[src/rtl/mem_access_mw_if.sv]
// Data-memory port between the M stage (master) and the memory system (slave).
interface mem_access_mw_if;
  logic        dreq;
  logic        dwe;
  logic [31:0] daddr;
  logic [3:0]  dbe;
  logic [31:0] dwdata;
  logic [31:0] drdata;
  logic        dack;

  modport master (output dreq, dwe, daddr, dbe, dwdata, input drdata, dack);
  modport slave  (input dreq, dwe, daddr, dbe, dwdata, output drdata, dack);
endinterface

[src/rtl/mem_access_mw.sv]
// MIPS-32 memory-access stage and MEM/WB register: bus handshake, lane
// alignment, load extension, misalignment and timeout reporting.
module mem_access_mw #(
  parameter int unsigned TIMEOUT = 16,
  parameter int unsigned CNT_W   = 8
) (
  input  logic        clk,
  input  logic        reset,
  input  logic        flush,
  input  logic        RegWriteM,
  input  logic        MemtoRegM,
  input  logic        MemWriteM,
  input  logic        hilowriteM,
  input  logic [1:0]  MemSizeM,
  input  logic        MemSignedM,
  input  logic [31:0] aluoutM,
  input  logic [31:0] writedataM,
  input  logic [4:0]  writeregM,
  output logic        stallM,
  mem_access_mw_if.master mem,
  output logic        RegWriteW,
  output logic        MemtoRegW,
  output logic        hilowriteW,
  output logic [31:0] aluoutW,
  output logic [31:0] readdataW,
  output logic [4:0]  writeregW,
  output logic        adelW,
  output logic        adesW,
  output logic        buserrW
);

  typedef enum logic {IDLE, BUSY} state_e;

  state_e           state_q;
  logic [CNT_W-1:0] cnt_q;
  logic             squash_q;

  logic        memop, mis, start, timeout_hit, sq, ok;
  logic        sz_byte, sz_half;
  logic [3:0]  be_c;
  logic [31:0] wdata_c, load_c;
  logic [7:0]  ld_byte;
  logic [15:0] ld_half;

  assign memop       = MemtoRegM | MemWriteM;
  assign sz_byte     = (MemSizeM == 2'b10);
  assign sz_half     = (MemSizeM == 2'b01);
  assign mis         = (sz_half & aluoutM[0]) |
                       (~sz_byte & ~sz_half & (aluoutM[1:0] != 2'b00));
  assign start       = (state_q == IDLE) & memop & ~mis & ~flush;
  assign timeout_hit = (cnt_q == CNT_W'(TIMEOUT - 1));
  assign sq          = squash_q | flush;
  assign ok          = mem.dack & ~sq;
  assign stallM      = (state_q == IDLE) ? start : (~mem.dack & ~timeout_hit);

  // Store lane enables / replicated data and load lane extraction.
  always_comb begin
    be_c    = 4'b1111;
    wdata_c = writedataM;
    if (sz_byte) begin
      be_c    = 4'b0001 << aluoutM[1:0];
      wdata_c = {4{writedataM[7:0]}};
    end else if (sz_half) begin
      be_c    = aluoutM[1] ? 4'b1100 : 4'b0011;
      wdata_c = {2{writedataM[15:0]}};
    end

    case (aluoutM[1:0])
      2'd0:    ld_byte = mem.drdata[7:0];
      2'd1:    ld_byte = mem.drdata[15:8];
      2'd2:    ld_byte = mem.drdata[23:16];
      default: ld_byte = mem.drdata[31:24];
    endcase
    ld_half = aluoutM[1] ? mem.drdata[31:16] : mem.drdata[15:0];

    load_c = mem.drdata;
    if (sz_byte)
      load_c = {{24{MemSignedM & ld_byte[7]}}, ld_byte};
    else if (sz_half)
      load_c = {{16{MemSignedM & ld_half[15]}}, ld_half};
  end

  always_ff @(posedge clk) begin
    if (!reset) begin
      state_q    <= IDLE;
      cnt_q      <= '0;
      squash_q   <= 1'b0;
      mem.dreq   <= 1'b0;
      mem.dwe    <= 1'b0;
      mem.daddr  <= '0;
      mem.dbe    <= '0;
      mem.dwdata <= '0;
      RegWriteW  <= 1'b0;
      MemtoRegW  <= 1'b0;
      hilowriteW <= 1'b0;
      aluoutW    <= '0;
      readdataW  <= '0;
      writeregW  <= '0;
      adelW      <= 1'b0;
      adesW      <= 1'b0;
      buserrW    <= 1'b0;
    end else begin
      // Exception flags are single-cycle pulses.
      adelW   <= 1'b0;
      adesW   <= 1'b0;
      buserrW <= 1'b0;
      case (state_q)
        IDLE: begin
          if (start) begin
            mem.dreq   <= 1'b1;
            mem.dwe    <= MemWriteM;
            mem.daddr  <= {aluoutM[31:2], 2'b00};
            mem.dbe    <= be_c;
            mem.dwdata <= wdata_c;
            cnt_q      <= '0;
            squash_q   <= 1'b0;
            state_q    <= BUSY;
          end else begin
            RegWriteW  <= RegWriteM  & ~flush & ~(memop & mis);
            MemtoRegW  <= MemtoRegM  & ~flush & ~(memop & mis);
            hilowriteW <= hilowriteM & ~flush & ~(memop & mis);
            aluoutW    <= aluoutM;
            writeregW  <= writeregM;
            readdataW  <= '0;
            adelW      <= ~flush & mis & MemtoRegM;
            adesW      <= ~flush & mis & MemWriteM & ~MemtoRegM;
          end
        end
        BUSY: begin
          cnt_q <= cnt_q + CNT_W'(1);
          if (flush) squash_q <= 1'b1;
          // dack takes priority over a coincident timeout.
          if (mem.dack | timeout_hit) begin
            mem.dreq   <= 1'b0;
            squash_q   <= 1'b0;
            state_q    <= IDLE;
            RegWriteW  <= RegWriteM  & ok;
            MemtoRegW  <= MemtoRegM  & ok;
            hilowriteW <= hilowriteM & ok;
            aluoutW    <= aluoutM;
            writeregW  <= writeregM;
            readdataW  <= (ok & MemtoRegM) ? load_c : 32'd0;
            buserrW    <= ~mem.dack & ~sq;
          end
        end
        default: state_q <= IDLE;
      endcase
    end
  end

endmodule

[src/flat_wrapper.sv]
// flat-port wrapper written by rule: the top's interface ports become plain ports
module mem_access_mw_flat 
#(
  parameter int unsigned TIMEOUT = 16,
  parameter int unsigned CNT_W   = 8
)
  (clk, reset, flush, RegWriteM, MemtoRegM, MemWriteM, hilowriteM, MemSizeM, MemSignedM, aluoutM, writedataM, writeregM, stallM, RegWriteW, MemtoRegW, hilowriteW, aluoutW, readdataW, writeregW, adelW, adesW, buserrW, mem_dreq, mem_dwe, mem_daddr, mem_dbe, mem_dwdata, mem_drdata, mem_dack);
  mem_access_mw_if mem_i ();
  input  logic clk;
  input  logic reset;
  input  logic flush;
  input  logic RegWriteM;
  input  logic MemtoRegM;
  input  logic MemWriteM;
  input  logic hilowriteM;
  input  logic [1:0] MemSizeM;
  input  logic MemSignedM;
  input  logic [31:0] aluoutM;
  input  logic [31:0] writedataM;
  input  logic [4:0] writeregM;
  output logic stallM;
  output logic RegWriteW;
  output logic MemtoRegW;
  output logic hilowriteW;
  output logic [31:0] aluoutW;
  output logic [31:0] readdataW;
  output logic [4:0] writeregW;
  output logic adelW;
  output logic adesW;
  output logic buserrW;
  output wire logic [$bits(mem_i.dreq)-1:0] mem_dreq;
  output wire logic [$bits(mem_i.dwe)-1:0] mem_dwe;
  output wire logic [$bits(mem_i.daddr)-1:0] mem_daddr;
  output wire logic [$bits(mem_i.dbe)-1:0] mem_dbe;
  output wire logic [$bits(mem_i.dwdata)-1:0] mem_dwdata;
  input wire logic [$bits(mem_i.drdata)-1:0] mem_drdata;
  input wire logic [$bits(mem_i.dack)-1:0] mem_dack;
  assign mem_dreq = mem_i.dreq;
  assign mem_dwe = mem_i.dwe;
  assign mem_daddr = mem_i.daddr;
  assign mem_dbe = mem_i.dbe;
  assign mem_dwdata = mem_i.dwdata;
  assign mem_i.drdata = mem_drdata;
  assign mem_i.dack = mem_dack;
  mem_access_mw #(.TIMEOUT(TIMEOUT), .CNT_W(CNT_W)) u_core (.clk(clk), .reset(reset), .flush(flush), .RegWriteM(RegWriteM), .MemtoRegM(MemtoRegM), .MemWriteM(MemWriteM), .hilowriteM(hilowriteM), .MemSizeM(MemSizeM), .MemSignedM(MemSignedM), .aluoutM(aluoutM), .writedataM(writedataM), .writeregM(writeregM), .stallM(stallM), .mem(mem_i), .RegWriteW(RegWriteW), .MemtoRegW(MemtoRegW), .hilowriteW(hilowriteW), .aluoutW(aluoutW), .readdataW(readdataW), .writeregW(writeregW), .adelW(adelW), .adesW(adesW), .buserrW(buserrW));
endmodule
[config.mk]
export PLATFORM = sky130hd
export DESIGN_NAME = mem_access_mw_flat
export DESIGN_NICKNAME = d
export VERILOG_FILES = /design/src/rtl/mem_access_mw_if.sv /design/src/rtl/mem_access_mw.sv /design/src/flat_wrapper.sv
export SDC_FILE = /design/constraint.sdc
export NUM_CORES = 1
export LEC_CHECK = 0
export BUFFER_PORTS_ARGS = -buffer_cell sky130_fd_sc_hd__buf_2
export CAP_MARGIN = 40
export CELL_PAD_IN_SITES_DETAIL_PLACEMENT = 0
export CELL_PAD_IN_SITES_GLOBAL_PLACEMENT = 1
export CORE_MARGIN = 2
export CORE_UTILIZATION = 39
export CTS_BUF_LIST = sky130_fd_sc_hd__clkbuf_2
export DETAILED_ROUTE_END_ITERATION = 10
export GPL_TIMING_DRIVEN = 0
export PLACE_DENSITY_LB_ADDON = 0.1
export SLEW_MARGIN = 25
export SYNTH_ARGS = -nofsm -noshare
export SYNTH_HDL_FRONTEND = slang
export SYNTH_SLANG_ARGS = --single-unit
[constraint.sdc]
create_clock -name clk -period 5.9 [get_ports clk]
set_input_delay 1.18 -clock clk [delete_from_list [all_inputs] [get_ports clk]]
set_output_delay 1.18 -clock clk [all_outputs]
set_load 0.01 [all_outputs]
==> flow_summary_export.csv, run 1 <==
group,metric,value,unit
power,ir_worst_vdd,101,uV
hold_path,holdCritPathClass,"register to register",
sta,slew_viol_final,0,
sta,worst_pin_slew,0.738,ns
worst_setup_path,slowest_delay,0.35,ns
drt,drcViolationCount,0,
global_route,grt_pass1_vias,5881,
synth,synthTopCellsByCount,"217 x nand2_1, 153 x dfxtp_1, 52 x a21oi_1, 52 x mux2i_1, 43 x nor2_1",
clock_network,clk_latency,0.73,ns
synth,synth_warnings,0,
synth,yosysTopAreaCell,"dfxtp_1",
clock_network,clock_path_buffers,2,
drt,drt_iter0_markers,251,
worst_setup_path,critPathLaunchType,"input port",
clock_network,clkSlewWorstSetupHoldPaths,0.22,ns
drt,route.met2.wl,9740,um
finish,finish.utilization,0.504,
power,powerDensity,254,nW/um^2
global_route,grt_util_all_layers,0.228,
synth,synth_edf_count,0,
synth,ys_ff_latch,153,
die,core,16500,um^2
sta,final_hold_viol_count,0,
worst_setup_path,critPathArrivalTime,2.88,ns
sta,clock_skew,0.0293,ns
clock_network,post_cts_buffers,0,
placement,portBuffers,252,
global_route,antenna_found_initial,2,
worst_setup_path,end_kind,"output port",
clock_network,postCtsHoldBufs,0,
global_route,overflow,0,
clock_network,numCtsBuffers,17,
synth,avgSynthCellArea,8.61,um^2
placement,placed_area,8050,um^2
clock_network,cts_resized,0,
placement,post-place-ws,1.85,ns
clock_network,clockRootBuffer,"clkbuf_2",
synth,yosysSeqAreaShare,0.471,
worst_setup_path,worstPathCellList,"buf_2, inv_1, ha_1, a211oi_1, nand3_1, and2_1, buf_6, buf_8, inv_1, buf_2",
die,rows,47,
drt,num_vias,6315,
sta,setup-violations-final,0,
run,maxCapViolations,0,
synth,synth_cell_type_count,51,
sta,finalCritPeriodShare,0.688,
clock_network,cts_tree,"built",
synth,syn-cell-area,6510,um^2
die,die_x,133,um
global_route,grt_pass1_wl,31900,um
worst_setup_path,crit_required,4.72,ns
synth,async_reset_ff_frac,0,
drt,wirelength,20800,um
sta,layout_min_cycle_time,4.06,ns
sta,setup_tns,0,ns
finish,stdcell_area,8290,um^2
worst_setup_path,path_class,"input port to output port",
synth,ys.flop_type,"dfxtp_1",
worst_setup_path,crit_slowest_cell,"ha_1",
clock_network,htree_levels,4,
drt,drt.antenna.violating_nets,0,
worst_setup_path,crit_path_max_fanout,10,
synth,yosysMostFrequentCell,"nand2_1",
die,io_pins,258,
drt,firstDrtPassIters,5,
global_route,grt_max_degree,17,
finish,drive_gt1_frac,0.311,
sta,fin_ws,1.84,ns
synth,syn_inst,756,
finish,area_delta_synth_final,27.4,%
placement,gp_congestion,0.802,
sta,rsz0062_at_grt,"no",
sta,maxSlewHeadroom,0.505,
drt,drt-met1-wl,9470,um
drt,wire_per_inst,16.5,um
die,die-area,17700,um^2
outcome,status,"finished, final reports clean",
drt,avgViaCountPerCell,5.00,
clock_network,cts.sinks,153,
placement,hpwl,15500,um
drt,top_layer_used,"met4",
die,start_util,0.395,
sta,timing.fmax,246,MHz
sta,whs,0.466,ns
synth,synthTopCellsByArea,"dfxtp_1 47%, nand2_1 13%, mux2i_1 8.0%",
finish,final_nets,1143,
drt,wl_met3,1310,um
power,p_leak,0.00399,uW
die,die_h,133,um
synth,synth_top_area_share,0.471,
## layout by cell type (no fill, tap or decap), types with 3 or more instances in the layout
master / synthesis / routed
o21ai_0: 25 / 25
nor2_1: 43 / 43
a22o_1: 8 / 8
a21oi_1: 52 / 52
a211oi_1: 11 / 11
clkbuf_1: 35 / 35
clkbuf_2: 0 / 18
mux4_2: 7 / 7
mux2i_1: 52 / 52
buf_12: 3 / 3
o31ai_1: 4 / 4
ha_1: 3 / 3
inv_1: 7 / 7
nand3_1: 8 / 8
clkinvlp_4: 0 / 5
a311oi_1: 19 / 19
clkinv_4: 0 / 3
dfxtp_1: 153 / 153
o2bb2ai_1: 24 / 24
clkinv_1: 1 / 3
buf_2: 20 / 272
o22ai_1: 3 / 3
or2_2: 3 / 3
nor3_1: 7 / 7
nand2_1: 217 / 217
and3_1: 12 / 12
## worst max-delay path, delay by kind of cell
| family | cells | cell delay (ns) |
|---|---|---|
| fa+ha+maj | 1 | 0.35 |
| simple gates | 2 | 0.44 |
| buf+inv | 6 | 0.59 |
| compound gates | 1 | 0.31 |
## power breakdown
part / switching (uW) / internal [uW]
logic: 233 / 160
clock network: 399 / 196
registers: 26.3 / 1090
total: 658 / 1450
## layer usage
metal / GRT usage / vias to the layer above
met4: 0.0638 / 0
met1: 0.295 / 2942
met5: 0 / -
li1: - / 3155
met3: 0.0696 / 21
met2: 0.372 / 197
## per-stage QoR
step / instances / power [uW]
floorplan: 757 / 1370
global placement: 1229 / 1530
detailed placement: 1229 / 1530
CTS: 1261 / 2130
global route: 1262 / 2210
finish: 1263 / 2110
## sequential cells by signal, indices dropped and copies added (netlist names)
name and cells:
u_core.MemtoRegW 1, u_core.RegWriteW 1, u_core.adelW 1, u_core.adesW 1
u_core.aluoutW 32, u_core.buserrW 1, u_core.cnt_q 8, u_core.hilowriteW 1
u_core.mem.daddr 30, u_core.mem.dbe 4, u_core.mem.dreq 1, u_core.mem.dwdata 32
u_core.mem.dwe 1, u_core.readdataW 32, u_core.squash_q 1, u_core.state_q 1
u_core.writeregW 5
## cell families (layout without fill, tap and decap cells)
| kind of cell | after synthesis | in the layout | synth area share |
|---|---|---|---|
| and+or+nand+nor | 306 | 306 | 0.194 |
| AOI/OAI and AO/OA | 160 | 160 | 0.166 |
| DFF | 153 | 153 | 0.471 |
| buffers and inverters | 73 | 357 | 0.0575 |
| muxes | 60 | 60 | 0.106 |
| adders and majority gates | 3 | 3 | 0.00577 |
| other | 1 | 4 | 0.000576 |
## area by class of cell
| cell class | count | area (um^2) |
|---|---|---|
| Multi-Input combinational cell | 531 | 3070 |
| Timing Repair Buffer | 252 | 1260 |
| Fill cell | 1681 | 8170 |
| Buffer | 64 | 340 |
| Inverter | 9 | 33.8 |
| Clock inverter | 14 | 149 |
| Tap cell | 220 | 275 |
| Sequential cell | 153 | 3060 |
| Clock buffer | 18 | 90.1 |
| Antenna cell | 2 | 5.00 |
## worst paths after layout
kind	startpoint	endpoint	cells past startpoint	slack (ns)
worst min-delay path	u_core.mem.daddr[27]$_SDFFE_PN0P_	u_core.mem.daddr[27]$_SDFFE_PN0P_	2	0.47
worst min register to register	u_core.mem.daddr[27]$_SDFFE_PN0P_	u_core.mem.daddr[27]$_SDFFE_PN0P_	2	0.47
worst max-delay path	MemSizeM[0]	stallM	10	1.84
worst max register to register	u_core.state_q$_SDFF_PN0_	u_core.readdataW[15]$_SDFFE_PN0P_	6	3.74
Note: power is estimated with default switching activity, not from simulation.
==> inputs of run 2 (changes only) <==
--- a/config.mk
+++ b/config.mk
@@ -10,7 +10,7 @@
 export CELL_PAD_IN_SITES_DETAIL_PLACEMENT = 0
 export CELL_PAD_IN_SITES_GLOBAL_PLACEMENT = 1
 export CORE_MARGIN = 2
-export CORE_UTILIZATION = 39
+export CORE_UTILIZATION = 36
 export CTS_BUF_LIST = sky130_fd_sc_hd__clkbuf_2
 export DETAILED_ROUTE_END_ITERATION = 10
 export GPL_TIMING_DRIVEN = 0
==> constraint.sdc (replaced) <==
create_clock -name clk -period 4.1 [get_ports clk]
set_input_delay 0.82 -clock clk [delete_from_list [all_inputs] [get_ports clk]]
set_output_delay 0.82 -clock clk [all_outputs]
set_load 0.01 [all_outputs]
==> flow_summary_export.csv, run 2 (same netlist as run 1, synthesis figures left out) <==
group,metric,value,unit
clock_network,htree_levels,4,
finish,finish.utilization,0.467,
drt,drt_iter0_markers,327,
worst_setup_path,crit_path_max_fanout,10,
sta,timing.fmax,287,MHz
clock_network,numCtsBuffers,17,
sta,finalCritPeriodShare,0.850,
worst_setup_path,timing.rr.start,"u_core.state_q$_SDFF_PN0_",
worst_setup_path,r2r_slack,1.95,ns
sta,clock_skew,0.0402,ns
global_route,gr-usage-met2,0.358,
clock_network,clkSlewWorstSetupHoldPaths,0.26,ns
finish,final_cell_mix,"272 x buf_2, 217 x nand2_1, 153 x dfxtp_1",
power,ir_worst_vdd,193,uV
global_route,grt_pass1_wl,34200,um
finish,reg.largest.list,"u_core.aluoutW: 32 flops, u_core.mem.dwdata: 32 flops, u_core.readdataW: 32 flops",
power,p_comb_frac,0.183,
clock_network,cts.sinks,153,
worst_setup_path,slowest_delay,0.44,ns
power,seqPwrFrac,0.516,
worst_setup_path,end_kind,"output port",
worst_setup_path,cp-endpoint,"stallM",
run,maxCapViolations,0,
power,clock_power_share,0.301,
power,p_int,2150,uW
die,core,17800,um^2
die,rows,49,
clock_network,clk_latency,0.74,ns
power,p_sw_frac,0.310,
clock_network,post_cts_buffers,0,
sta,slew_viol_final,0,
drt,avgViaCountPerCell,4.98,
die,die_h,138,um
global_route,grtUsageMet1,0.289,
sta,rsz0062_at_grt,"no",
sta,fin_ws,0.616,ns
drt,firstDrtPassIters,4,
drt,wire_per_inst,17.0,um
clock_network,cts_tree,"built",
die,io_pins,258,
worst_setup_path,cp_top_family,"buffers and inverters",
worst_setup_path,critical_path_cell_count,8,
drt,drt.antenna.violating_nets,0,
worst_setup_path,critPathArrivalTime,2.66,ns
sta,layout_min_cycle_time,3.48,ns
worst_setup_path,crit_slowest_cell,"dfxtp_1",
finish,final_nets,1143,
drt,drcViolationCount,0,
worst_setup_path,path_class,"register to output port",
drt,num_vias,6331,
die,die_x,138,um
global_route,grt_util_all_layers,0.223,
power,p_leak,0.00401,uW
power,p_sw,967,uW
hold_path,holdCritPathClass,"input port to register",
hold_path,hold_depth,3,
sta,worst_pin_slew,0.686,ns
global_route,antenna_found_initial,1,
sta,maxSlewHeadroom,0.539,
finish,final_common_cell,"buf_2",
clock_network,cts_resized,0,
worst_setup_path,setup.worst_path.start,"u_core.cnt_q[0]$_SDFFE_PN0P_",
worst_setup_path,critical_path_buf_inv_count,4,
die,start_util,0.365,
clock_network,clockRootBuffer,"clkbuf_2",
finish,drive_gt1_frac,0.312,
global_route,grt_pass1_vias,6264,
global_route,grt_max_degree,17,
worst_setup_path,critPathLaunchType,"register",
drt,wirelength,21600,um
finish,area_delta_synth_final,27.9,%
sta,setup_tns,0,ns
worst_setup_path,crit_required,3.28,ns
placement,post-place-ws,0.758,ns
sta,setup-violations-final,0,
power,powerDensity,374,nW/um^2
placement,hpwl,16100,um
worst_setup_path,worstPathCellList,"ha_1, nand3_1, o21ai_4, and2_1, buf_6, buf_8, inv_1, buf_2",
clock_network,postCtsHoldBufs,0,
worst_setup_path,r2r_end,"u_core.readdataW[14]$_SDFFE_PN0P_",
worst_setup_path,rr_worst_depth,6,
placement,portBuffers,252,
placement,gp_congestion,0.805,
sta,final_hold_viol_count,0,
global_route,met3_usage,0.0714,
clock_network,clock_path_buffers,2,
global_route,overflow,0,
global_route,top_usage_layer,"met2",
outcome,status,"finished, final reports clean",
die,die-area,19200,um^2
-- run 2: changes by cell type in the layout (fill, tap and decap cells not counted) --
cell	delta
diode_2	-1
clkinvlp_4	-4
bufinv_16	+1
clkinv_1	-1
clkinv_2	+2
clkinv_4	+2
-- run 2: worst register-to-register path: stages, from the launching register on --
cell       delay [ns]
dfxtp_1          0.36
clkbuf_1         0.32
nor4bb_1         0.37
and3_1           0.27
buf_2            0.25
o21ai_1          0.29
o2bb2ai_1        0.23
-- run 2: layer usage --
metal  wire length [um]  vias up
met1               9720     2955
met2              10000      199
li1                   -     3155
met4                343        0
met3               1560       22
met5                  0        -
-- run 2: how the worst min path moves through the flow --
stage,from,endpoint,slack [ns]
3_3_place_gp,u_core.MemtoRegW$_SDFFE_PN0P_,u_core.MemtoRegW$_SDFFE_PN0P_,0.44
6_report,writeregM[3],u_core.writeregW[3]$_SDFFE_PN0P_,0.28
5_1_grt,writeregM[3],u_core.writeregW[3]$_SDFFE_PN0P_,0.19
2_1_floorplan,u_core.cnt_q[7]$_SDFFE_PN0P_,u_core.cnt_q[7]$_SDFFE_PN0P_,0.44
3_5_place_dp,u_core.readdataW[16]$_SDFFE_PN0P_,u_core.readdataW[16]$_SDFFE_PN0P_,0.44
4_1_cts,writeregM[3],u_core.writeregW[3]$_SDFFE_PN0P_,0.20
-- run 2: per-stage QoR --
step	std cells	cell area, um^2	hold WS (ns)	power, uW
2_1_floorplan	757	6510	0.443	1960
3_3_place_gp	1238	8060	0.435	2210
3_5_place_dp	1238	8060	0.441	2210
4_1_cts	1270	8320	0.204	3150
5_1_grt	1271	8320	0.187	3280
6_report	1271	8320	0.282	3120
-- run 2: cell type report --
type,instances,area [um^2]
multi-input combinational,531,3070
buffer,64,340
antenna,1,2.50
fill,1867,9520
timing repair buffer,252,1260
tap,229,287
clock buffer,18,90.1
sequential,153,3060
inverter,9,33.8
clock inverter,14,173
-- run 2: power groups by stage --
stage	sequential (uW)	combinational, uW	clock [uW]
3_3_place_gp	1640	574	0
3_5_place_dp	1640	575	0
2_1_floorplan	1680	289	0
6_report	1610	570	938
5_1_grt	1620	629	1030
4_1_cts	1610	576	966
==> inputs of run 3 (changes only) <==
==> constraint.sdc (replaced) <==
create_clock -name clk -period 3.3 [get_ports clk]
set_input_delay 0.66 -clock clk [delete_from_list [all_inputs] [get_ports clk]]
set_output_delay 0.66 -clock clk [all_outputs]
set_load 0.01 [all_outputs]
==> flow_summary_export.csv, run 3 (same netlist as run 1, synthesis figures left out) <==
group,metric,value,unit
outcome,status,"finished, final reports clean",
drt,num_vias,6351,
drt,drt.antenna.violating_nets,0,
finish,final_nets,1145,
sta,final_hold_viol_count,0,
sta,clock_skew,0.0335,ns
global_route,antenna_found_initial,1,
sta,worst_pin_slew,0.686,ns
drt,drt_iter0_markers,290,
sta,finalCritPeriodShare,0.940,
finish,num-fill-cells,1870,
clock_network,clk_latency,0.73,ns
hold_path,holdCritPathClass,"input port to register",
finish,multi_input_area,3080,um^2
global_route,grt_pass1_wl,34200,um
finish,drive_gt1_frac,0.316,
worst_setup_path,critPathLaunchType,"register",
global_route,grt_util_all_layers,0.223,
global_route,overflow,0,
power,p_leak,0.00402,uW
global_route,top_usage_layer,"met2",
global_route,grtUsageMet1,0.290,
run,maxCapViolations,0,
clock_network,clkSlewWorstSetupHoldPaths,0.25,ns
placement,hpwl,16100,um
sta,timing.fmax,322,MHz
finish,finish.utilization,0.468,
clock_network,cts_tree,"built",
die,die-area,19200,um^2
clock_network,numCtsBuffers,17,
finish,final_common_cell,"buf_2",
power,fin_total_pwr,3870,uW
finish,ff_latch_area,3070,um^2
worst_setup_path,crit_required,2.64,ns
worst_setup_path,path_class,"register to output port",
die,die_x,138,um
clock_network,clock_path_buffers,2,
sta,maxSlewHeadroom,0.540,
drt,avgViaCountPerCell,4.99,
finish,final_cell_mix,"272 x buf_2, 217 x nand2_1, 151 x dfxtp_1",
power,powerDensity,464,nW/um^2
clock_network,postCtsHoldBufs,0,
global_route,met3_usage,0.0714,
clock_network,htree_levels,4,
power,ir_worst_vdd,240,uV
worst_setup_path,end_kind,"output port",
drt,wirelength,21600,um
die,start_util,0.365,
sta,setup_tns,0,ns
global_route,gr-usage-met2,0.358,
placement,portBuffers,252,
finish,area_delta_synth_final,28.3,%
drt,wire_per_inst,17.0,um
clock_network,clockRootBuffer,"clkbuf_2",
global_route,grt_max_degree,17,
global_route,grt_pass1_vias,6264,
die,rows,49,
drt,drcViolationCount,0,
drt,firstDrtPassIters,5,
sta,layout_min_cycle_time,3.10,ns
sta,whs,0.137,ns
worst_setup_path,critPathArrivalTime,2.44,ns
clock_network,cts.sinks,153,
sta,slew_viol_final,0,
worst_setup_path,crit_path_max_fanout,10,
die,die_h,138,um
finish,reg.largest.list,"u_core.aluoutW: 32 flops, u_core.mem.dwdata: 32 flops, u_core.readdataW: 32 flops",
sta,setup-violations-final,0,
die,core,17800,um^2
die,io_pins,258,
placement,gp_congestion,0.805,
==> run 3: cell types whose count changed in the layout (fill, tap and decap cells not counted) <==
cell	before	now
dfxtp_1	153	151
nand3_1	8	7
buf_4	2	4
nand3_2	0	1
dfxtp_2	0	2
==> run 3: layer usage <==
layer	up-vias	wire (um)
li1	3159	-
met3	18	1610
met5	-	0
met4	0	294
met2	211	10100
met1	2963	9660
==> run 3: final cells by class <==
cell class / count / share of cell area
Multi-Input combinational cell: 531 / 0.369
Sequential cell: 153 / 0.367
Timing Repair Buffer: 254 / 0.153
Buffer: 64 / 0.0408
Tap cell: 229 / 0.0343
Clock inverter: 14 / 0.0207
Clock buffer: 18 / 0.0108
Inverter: 9 / 0.00405
Antenna cell: 1 / 0.000300
==> run 3: report_power, final <==
group	total (uW)	switching, uW	internal, uW
Sequential	2000	47.1	1950
Clock	1160	729	431
Combinational	711	423	288
==> run 3: final timing paths <==
check / depth (start not counted) / slack (ns) / start / to
max: 7 / 0.20 / u_core.cnt_q[7]$_SDFFE_PN0P_ / stallM
min reg2reg: 2 / 0.47 / u_core.mem.daddr[2]$_SDFFE_PN0P_ / u_core.mem.daddr[2]$_SDFFE_PN0P_
max reg2reg: 8 / 1.06 / u_core.state_q$_SDFF_PN0_ / u_core.mem.dwdata[31]$_SDFFE_PN0P_
min: 3 / 0.14 / writeregM[3] / u_core.writeregW[3]$_SDFFE_PN0P_
==> run 3: repair_timing <==
item	in CTS	in global routing
buffers inserted	1	1
gates resized for setup	0	3
cloned	0	0
pin swaps	1	1
endpoints found under the setup margin	1	1
==> run 3: worst max-delay path, stage by stage (launching register included) <==
cell,delay (ns)
dfxtp_2,0.38
or4_4,0.56
o21ai_4,0.16
and2_1,0.15
buf_6,0.15
buf_8,0.15
inv_1,0.06
buf_2,0.13
==> run 3: stage by stage <==
stage          setup slack [ns]  area, um^2  std cells
2_1_floorplan             0.690        6510        757
3_3_place_gp              0.309        8060       1238
3_5_place_dp              0.278        8060       1238
4_1_cts                  0.0901        8330       1271
5_1_grt                -0.00707        8350       1273
6_report                  0.197        8350       1273
